File: src/rtl/vga_timing_pkg.sv
// Default 640x480@60 timing constants and shared types for vga_sync_gen.
package vga_timing_pkg;

  localparam int unsigned H_TOTAL  = 800;
  localparam int unsigned V_TOTAL  = 521;
  localparam int unsigned H_PULSE  = 96;
  localparam int unsigned V_PULSE  = 2;
  localparam int unsigned H_BP     = 144;
  localparam int unsigned H_FP     = 784;
  localparam int unsigned V_BP     = 31;
  localparam int unsigned V_FP     = 511;

  localparam int unsigned ACT_WIDTH  = 640;
  localparam int unsigned ACT_HEIGHT = 480;

  // Coordinate value the address translator treats as "blank".
  localparam logic [9:0] COORD_INVALID = 10'h3FF;

  // Signals that travel together through the alignment delay line.
  typedef struct packed {
    logic hsync;
    logic vsync;
    logic active;
  } sync_bundle_t;

  localparam sync_bundle_t SYNC_IDLE = '{hsync: 1'b1, vsync: 1'b1, active: 1'b0};

endpackage

File: src/rtl/vga_sync_gen_sync_delay.sv
// sync_delay: parameterised-depth shift register with enable and reset value.
// DEPTH of 0 is a straight wire.
module sync_delay #(
  parameter int unsigned      WIDTH   = 1,
  parameter int unsigned      DEPTH   = 1,
  parameter logic [WIDTH-1:0] RST_VAL = '0
) (
  input  logic             clk,
  input  logic             rst_n,
  input  logic             en,
  input  logic [WIDTH-1:0] d,
  output logic [WIDTH-1:0] q
);

  generate
    if (DEPTH == 0) begin : g_bypass
      assign q = d;
    end else begin : g_shift
      logic [WIDTH-1:0] stage [DEPTH];

      // Advance every stage by one position on each enabled tick.
      always_ff @(posedge clk or negedge rst_n) begin
        if (!rst_n) begin
          for (int unsigned i = 0; i < DEPTH; i++) begin
            stage[i] <= RST_VAL;
          end
        end else if (en) begin
          stage[0] <= d;
          for (int unsigned i = 1; i < DEPTH; i++) begin
            stage[i] <= stage[i-1];
          end
        end
      end

      assign q = stage[DEPTH-1];
    end
  endgenerate

endmodule

File: src/rtl/vga_sync_gen.sv
// vga_sync_gen: VGA timing generator feeding the frame-buffer read path.
// Optional build macro VGA_SYNC_PIXEL_DIV2_EN: clk runs at twice the pixel
// rate and an internal toggle flop supplies the pixel tick.
module vga_sync_gen
  import vga_timing_pkg::*;
#(
  parameter int unsigned HPIXELS  = H_TOTAL,
  parameter int unsigned VLINES   = V_TOTAL,
  parameter int unsigned HPULSE   = H_PULSE,
  parameter int unsigned VPULSE   = V_PULSE,
  parameter int unsigned HBP      = H_BP,
  parameter int unsigned HFP      = H_FP,
  parameter int unsigned VBP      = V_BP,
  parameter int unsigned VFP      = V_FP,
  parameter int unsigned SYNC_DLY = 1
) (
  input  logic       clk,
  input  logic       rst_n,
  output logic [9:0] h,
  output logic [9:0] v,
  output logic       hsync,
  output logic       vsync,
  output logic       active,
  output logic       frame_start
);

  localparam logic [9:0] H_LAST  = 10'(HPIXELS - 1);
  localparam logic [9:0] V_LAST  = 10'(VLINES - 1);
  localparam logic [9:0] H_PUL_L = 10'(HPULSE);
  localparam logic [9:0] V_PUL_L = 10'(VPULSE);
  localparam logic [9:0] H_BP_L  = 10'(HBP);
  localparam logic [9:0] H_FP_L  = 10'(HFP);
  localparam logic [9:0] V_BP_L  = 10'(VBP);
  localparam logic [9:0] V_FP_L  = 10'(VFP);

  logic         pix_en;
  logic [9:0]   hc;
  logic [9:0]   vc;
  logic         act;
  sync_bundle_t raw;
  sync_bundle_t dly;

`ifdef VGA_SYNC_PIXEL_DIV2_EN
  // Pixel tick on every second clk; first tick lands on the second edge after reset.
  always_ff @(posedge clk or negedge rst_n) begin
    if (!rst_n) begin
      pix_en <= 1'b0;
    end else begin
      pix_en <= ~pix_en;
    end
  end
`else
  assign pix_en = 1'b1;
`endif

  // Horizontal/vertical position counters, vc steps on the hc wrap tick.
  always_ff @(posedge clk or negedge rst_n) begin
    if (!rst_n) begin
      hc <= '0;
      vc <= '0;
    end else if (pix_en) begin
      if (hc == H_LAST) begin
        hc <= '0;
        vc <= (vc == V_LAST) ? '0 : vc + 10'd1;
      end else begin
        hc <= hc + 10'd1;
      end
    end
  end

  // Active-window decode of the current counter position.
  always_comb begin
    act = (hc >= H_BP_L) && (hc < H_FP_L) && (vc >= V_BP_L) && (vc < V_FP_L);
  end

  // Registered coordinates and raw sync/active, one tick behind the counters.
  always_ff @(posedge clk or negedge rst_n) begin
    if (!rst_n) begin
      h   <= COORD_INVALID;
      v   <= COORD_INVALID;
      raw <= SYNC_IDLE;
    end else if (pix_en) begin
      h          <= act ? hc - H_BP_L : COORD_INVALID;
      v          <= act ? vc - V_BP_L : COORD_INVALID;
      raw.hsync  <= ~(hc < H_PUL_L);
      raw.vsync  <= ~(vc < V_PUL_L);
      raw.active <= act;
    end
  end

  // Clocked every clk, gated by pix_en, so the pulse is one clk wide at either rate.
  always_ff @(posedge clk or negedge rst_n) begin
    if (!rst_n) begin
      frame_start <= 1'b0;
    end else begin
      frame_start <= (hc == '0) && (vc == '0) && pix_en;
    end
  end

  sync_delay #(
    .WIDTH   (3),
    .DEPTH   (SYNC_DLY),
    .RST_VAL (SYNC_IDLE)
  ) u_sync_delay (
    .clk   (clk),
    .rst_n (rst_n),
    .en    (pix_en),
    .d     (raw),
    .q     (dly)
  );

  assign hsync  = dly.hsync;
  assign vsync  = dly.vsync;
  assign active = dly.active;

endmodule

File: config.mk
export PLATFORM = sky130hd
export DESIGN_NAME = vga_sync_gen
export DESIGN_NICKNAME = d
export VERILOG_FILES = /design/src/rtl/vga_timing_pkg.sv /design/src/rtl/vga_sync_gen_sync_delay.sv /design/src/rtl/vga_sync_gen.sv
export SDC_FILE = /design/constraint.sdc
export NUM_CORES = 1
export LEC_CHECK = 0
export ABC_AREA = 0
export ABC_CLOCK_PERIOD_IN_PS = 2600
export CELL_PAD_IN_SITES_DETAIL_PLACEMENT = 0
export CELL_PAD_IN_SITES_GLOBAL_PLACEMENT = 1
export CORE_UTILIZATION = 45
export CTS_BUF_LIST = sky130_fd_sc_hd__clkbuf_2
export CTS_CLUSTER_DIAMETER = 200
export DETAILED_ROUTE_END_ITERATION = 10
export GPL_TIMING_DRIVEN = 0
export PLACE_DENSITY = 0.81
export SLEW_MARGIN = 10
export SYNTH_ARGS = -nofsm -noshare
export SYNTH_HDL_FRONTEND = slang
export SYNTH_SLANG_ARGS = --single-unit
File: constraint.sdc
create_clock -name clk -period 2.6 [get_ports clk]
set_clock_uncertainty 0.15 [all_clocks]
set_input_delay 0.52 -clock clk [delete_from_list [all_inputs] [get_ports clk]]
set_output_delay 0.52 -clock clk [all_outputs]
set_load 0.01 [all_outputs]
# Word-level counts from Yosys, hierarchy flattened

Cells that the tools add are included.

Register bits after elaboration: 47
Input bits: 2
Output and inout port bits: 24
Logic and storage cells: 33

Add/subtract/negate cells: 4
Magnitude comparators: 6
Eq/ne operators: 2
Muxes and demuxes: 4
Bitwise gates (word level): 2
Reductions and logical operators: 6

Operators with widths:

| operator                                                     | number |
|---|---|
| two-way mux 10 bit                                           | 4 |
| adder 10 x 1 -> 10 bit (second input constant)               | 2 |
| == test 10 bit (second input constant)                       | 2 |
| logical NOT 10 bit                                           | 2 |
| >= comparator 10 x 5 -> 1 bit (second input constant)        | 1 |
| >= comparator 10 x 8 -> 1 bit (second input constant)        | 1 |
| less-than comparator 10 bit (second input constant)          | 1 |
| less-than comparator 10 x 2 -> 1 bit (second input constant) | 1 |
| less-than comparator 10 x 7 -> 1 bit (second input constant) | 1 |
| less-than comparator 10 x 9 -> 1 bit (second input constant) | 1 |
| subtractor 10 x 5 -> 10 bit (second input constant)          | 1 |
| subtractor 10 x 8 -> 10 bit (second input constant)          | 1 |
| logical AND 1 bit                                            | 4 |
| inverter 1 bit                                               | 2 |

# Logic depth before layout (Yosys ltp)

Gate-level depths: netlist (run 1).

Depth after elaboration: 5
Gate-level depth with buffers: 7
Mapped depth without buffers: 6

# Hierarchy

Synthesis (run 1) repeated with hierarchy kept, for this count alone.

Cell total of the unflattened synthesis: 204
Area, all modules: 2233.4 um^2

By module, submodules not included:

| module       | times used | cells an instance | area each (um^2) | sequential area each (um^2) |
|---|---|---|---|---|
| vga_sync_gen | 1          | 198               | 2122.0           | 1128.6 |
| sync_delay   | 1          | 6                 | 111.4            | 77.6 |

# Worst setup path after synthesis (run 1)

No wires, ideal clock.

Kind: register to register
Start: register vc[6]
End: register vc[7]
Library setup time: 0.121 ns
Data arrival time: 1.792 ns
Required time: 2.329 ns
Path slack: 0.537 ns
Stages on the path, launching flop included: 6
Path buffers: 1
Clock period less this slack: 2.063 ns
Cells stage by stage: dfrtp_1 > or3_4 > or4_4 > buf_6 > a21o_1 > a22o_1

Longest elaborated chain between the ends: 2
Elaborated cells between the ends (all ways): 3
Classes of those cells: add/sub (1); eq/ne (1); mux (1)

RTL lines:

| element                                                         | line               | RTL |
|---|---|---|
| start, declared                                                 | vga_sync_gen.sv:38 | `logic [9:0] vc;` |
| start signal, assigned                                          | vga_sync_gen.sv:64 | `vc <= (vc == V_LAST) ? '0 : vc + 10'd1;` |
| adder 10 x 1 -> 10 bit / == test 10 bit (equally long branches) | vga_sync_gen.sv:64 |  |
| two-way mux 10 bit *                                            | vga_sync_gen.sv:64 |  |

Mark *: on every way between the ends. The rest lies on a longest branch, timed or not.
A chain may end at the register's enable or synchronous reset.

# Worst setup path in the final report (run 1)

Start: register hc[4]
End: register v[3]

Longest elaborated chain between the ends: 5
Elaborated cells between the ends (all ways): 6
Classes of those cells: order compare (2); mux (1); reduce/logical (3)

RTL lines:

| element                                                                             | line               | RTL |
|---|---|---|
| start, declared                                                                     | vga_sync_gen.sv:37 | `logic [9:0] hc;` |
| start signal, assigned                                                              | vga_sync_gen.sv:66 | `hc <= hc + 10'd1;` |
| >= comparator 10 x 8 -> 1 bit / less-than comparator 10 bit (equally long branches) | vga_sync_gen.sv:73 | `act = (hc >= H_BP_L) && (hc < H_FP_L) && (vc >= V_BP_L) && (vc < V_FP_L);` |
| logical AND 1 bit * (3 in series)                                                   | vga_sync_gen.sv:73 |  |
| two-way mux 10 bit *                                                                | vga_sync_gen.sv:84 | `v <= act ? vc - V_BP_L : COORD_INVALID;` |
| end signal, assigned                                                                | vga_sync_gen.sv:84 |  |
| end, declared                                                                       | vga_sync_gen.sv:20 | `output logic [9:0] v,` |

Marks and branches as above.

==> summary.md, run 1 <==
| Metric | Value |
|---|---|
| Die Y | between 70 and 80 um |
| Worst setup margin | around 0.21 ns |
| Yosys warns | 0 |
| Share of cells above drive strength 1 | between 10% and 20% |
| Hold path start | raw[1] |
| Die X | 72.17 um |
| Clk slew on worst S/H paths | 0.23 ns |
| Total Power | ~1.0 mW |
| Number of I/O port buffers | 25 |
| Root Buffer | clkbuf_2 |
| Cell variety after synth | 37 |
| TritonCTS buffer count | 5 |
| Setup violators final | 0 |
| Peak supply drop | roughly 0.18 mV |
| Fillers | around 430 |
| Largest net degree at the start of global routing | 32 |
| 1st-iter DRT viols | 97 |
| Clock Sinks | 47 |
| Synth area leader | dfstp_2 |
| Post-synth EDFFs | 0 |
| CP top delay family | buffers and inverters |
| Seq cells post-synth | 47 |
| Synth top area cells | dfstp_2 28%, dfrtp_1 26%, nand4_1 4.8% |
| Slowest CP cell | dfrtp_1 |
| Nets | around 250 |
| Clock tree buffer depth | 2 |
| Crit Path Class | reg -> reg |
| Leak | between 1 and 1.5 nW |
| Synth top area share | between 20% and 30% |
| First-pass GRT wire length | 7065 um |
| RSZ-0062 raised after global routing | false |
| CP Buf/Inv Count | 3 |
| Htree depth | 2 |
| R2r endpoint | v[3] |
| Flop-to-flop setup slack | about 0.21 ns |
| Syn Nets | 219 |
| Skew-Pair Late Insertion Delay | a little over 0.4 ns |
| N_diodes | 0 |
| DR DRC count | 0 |
| Top FF cell, synth | dfstp_2 |
| Vias per inst | 5.084 |
| Critical-path cell list | inv_1 > ha_1 > inv_1 > o21ai_0 > a311oi_1 > clkbuf_1 > nand4_1 |
| Slew headroom | between 60% and 70% |
| FMAX | 418.8 MHz |
| Tmin final | about 2.4 ns |
| Peak per-stage delay on the critical path | ~0.57 ns |
| Async S/R FF share, synth | 100.0% |
| CP Data Arrival Time | roughly 2.6 ns |
| Post-CTS resize count | 0 |
| TritonRoute pass-1 iters | 4 |
| Worst R2R Path Depth | 7 |
| Core Rows | 25 |
| RR Startpoint | hc[4] |
| Max Transition Viols Final | 0 |
| Hold Crit Depth | 0 |
| Vias in the first global route | between 1,000 and 1,500 |
| Initial antenna violation count | 0 |
| Area Growth Syn to Fin | 17.96% |
| Min-Delay Endpoint | u_sync_delay.q[1] |
| Final GP Congestion | roughly 0.84 |
| Synthesized instance count | about 210 |
| Post-CTS Setup Repair Bufs | 0 |
| Setup TNS | 0 ns |
| Count leader, synth | dfstp_2 |
| Max_cap viols | 0 |
| Synth cell count leaders | 24 x dfstp_2, 23 x dfrtp_1, 17 x nand4_1, 14 x nand2_1 |
| Final HPWL DP | around 3000 um |
| CP Capture Type | flip-flop |
| Syn Area/Cell | between 10 and 15 um2 |
| Num ports | 26 |
| Worst-margin pin slew | approximately 0.45 ns |
| PwrDens | between 300 and 400 nW/um2 |
| Mapped cell area | 2216 um2 |
| Routed wire length | roughly 4100 um |
| Post-DR wirelength/cell | 13.24 um |
| Routed via count | roughly 1,600 |
| Total grt overflow | 0 |
| TritonCTS clock tree | yes |
| Run status | complete, no violations |
| Final antenna-violating net count | 0 |
| Die Area | about 5200 um2 |
| Critical path peak fanout | 10 |
| Startpoint type of the worst setup path | flip-flop |
| Seq/Total Area, Yosys | 54.43% |
| Core Area | about 4700 um2 |
| GRT Util Overall | ~18% |
| Min-Delay Path Class | reg -> reg |
| Period utilization | 91.83% |
| Final Hold Fails | 0 |
| Critical path data required time | around 2.8 ns |
| Most frequent CP cell | inv_1 |
| Initial core utilization | 46.91% |
| Place WS | slightly below 0.3 ns |
area by class of cell:
class	count	area, um2	share of cell area (%)
Sequential cell	47	1206	46.15
Multi-Input combinational cell	136	902.1	34.51
Timing Repair Buffer	27	275.3	10.53
Tap cell	67	83.83	3.207
Buffer	16	70.07	2.681
Inverter	10	37.54	1.436
Clock buffer	5	25.02	0.9574
Clock inverter	3	13.76	0.5266
kinds of logic (layout without fill, tap and decap cells):
kind of cell,after synthesis,after routing,synth area share (%)
AND/OR/NAND/NOR,83,83,21.57
flip-flops,47,47,54.43
AO/OA/AOI/OAI,30,30,8.640
buffers and inverters,26,61,4.856
XOR/XNOR,14,14,5.533
adder cells (fa/ha/maj),8,8,4.517
multiplexers,1,1,0.4517
registers in the layout, indices dropped and copies added (netlist names):
name,cells
h,10
hc,10
v,10
vc,10
raw,3
u_sync_delay.q,3
frame_start,1
through the flow:
stage	cell area, um2	cells	utilization, %	hold WS (ns)
after floorplan	2216	209	-	0.07441
after global placement	2550	301	53.99	0.1842
after detailed placement	2565	302	54.30	0.1893
after CTS	2614	311	55.34	0.2309
after global routing	2614	311	55.34	0.2381
final	2614	311	55.34	0.2309
cells in the final DEF, fill, tap and decap left out, types with 3 or more instances in the layout:
cell type	instances
dfstp_2	24
clkdlybuf4s50_1	24
dfrtp_1	23
nand4_1	17
nand2_1	14
clkbuf_1	13
nand3_1	13
inv_1	10
nor2_1	10
xnor2_1	10
o21ai_0	8
ha_1	8
nor3_1	6
a21oi_1	6
nand4b_1	5
clkbuf_2	5
xor2_1	4
a21o_1	4
or3_1	4
o31ai_1	3
and3_1	3
buf_2	3
a22o_1	3
metal layers:
metal	global-route usage, %	share of wire, %
met1	25.92	52
met4	5.229	0.61
met3	4.167	3.0
met2	26.27	44
met5	0	0
worst reg2reg max path: stages, from the launching register on:
cell and delay [ns]:
dfrtp_1 0.57, inv_1 0.11, ha_1 0.25, inv_1 0.06, o21ai_0 0.12, a311oi_1 0.45
clkbuf_1 0.42, nand4_1 0.18
worst max path at each step:
stage          start  slack (ns)  endpoint  depth (start not counted)
4_1_cts        hc[4]        0.23      v[3]                          7
6_report       hc[4]        0.21      v[3]                          7
3_5_place_dp   hc[4]        0.29      v[3]                          7
2_1_floorplan  vc[6]        0.54     vc[7]                          5
5_1_grt        hc[4]        0.05      v[3]                          7
3_3_place_gp   rst_n       -0.34     hc[6]                          1
report_power, final:
group          leakage (nW)  internal [mW]  total (mW)  switching [mW]
Sequential            0.559          0.735       0.735               0
Clock                0.0284         0.0615       0.289           0.227
Combinational         0.489        0.00453      0.0183          0.0138
timing repair:
item	in CTS	in global routing
hold buffers	1	0
hold endpoints to repair	13	0
endpoints found under the setup margin	0	0
No activity file was read; power rests on OpenSTA's default activity.
==> run 2, diff against run 1 <==
CTS_CLUSTER_SIZE = 25   (was not set)
==> results of run 2 <==
Same layout as run 1: the final DEF is identical, and so are final timing and power.
==> run 3, diff against run 2 <==
ABC_AREA = not set   (was 0)
==> results of run 3 <==
Same layout as run 1: the final DEF is identical, and so are final timing and power.
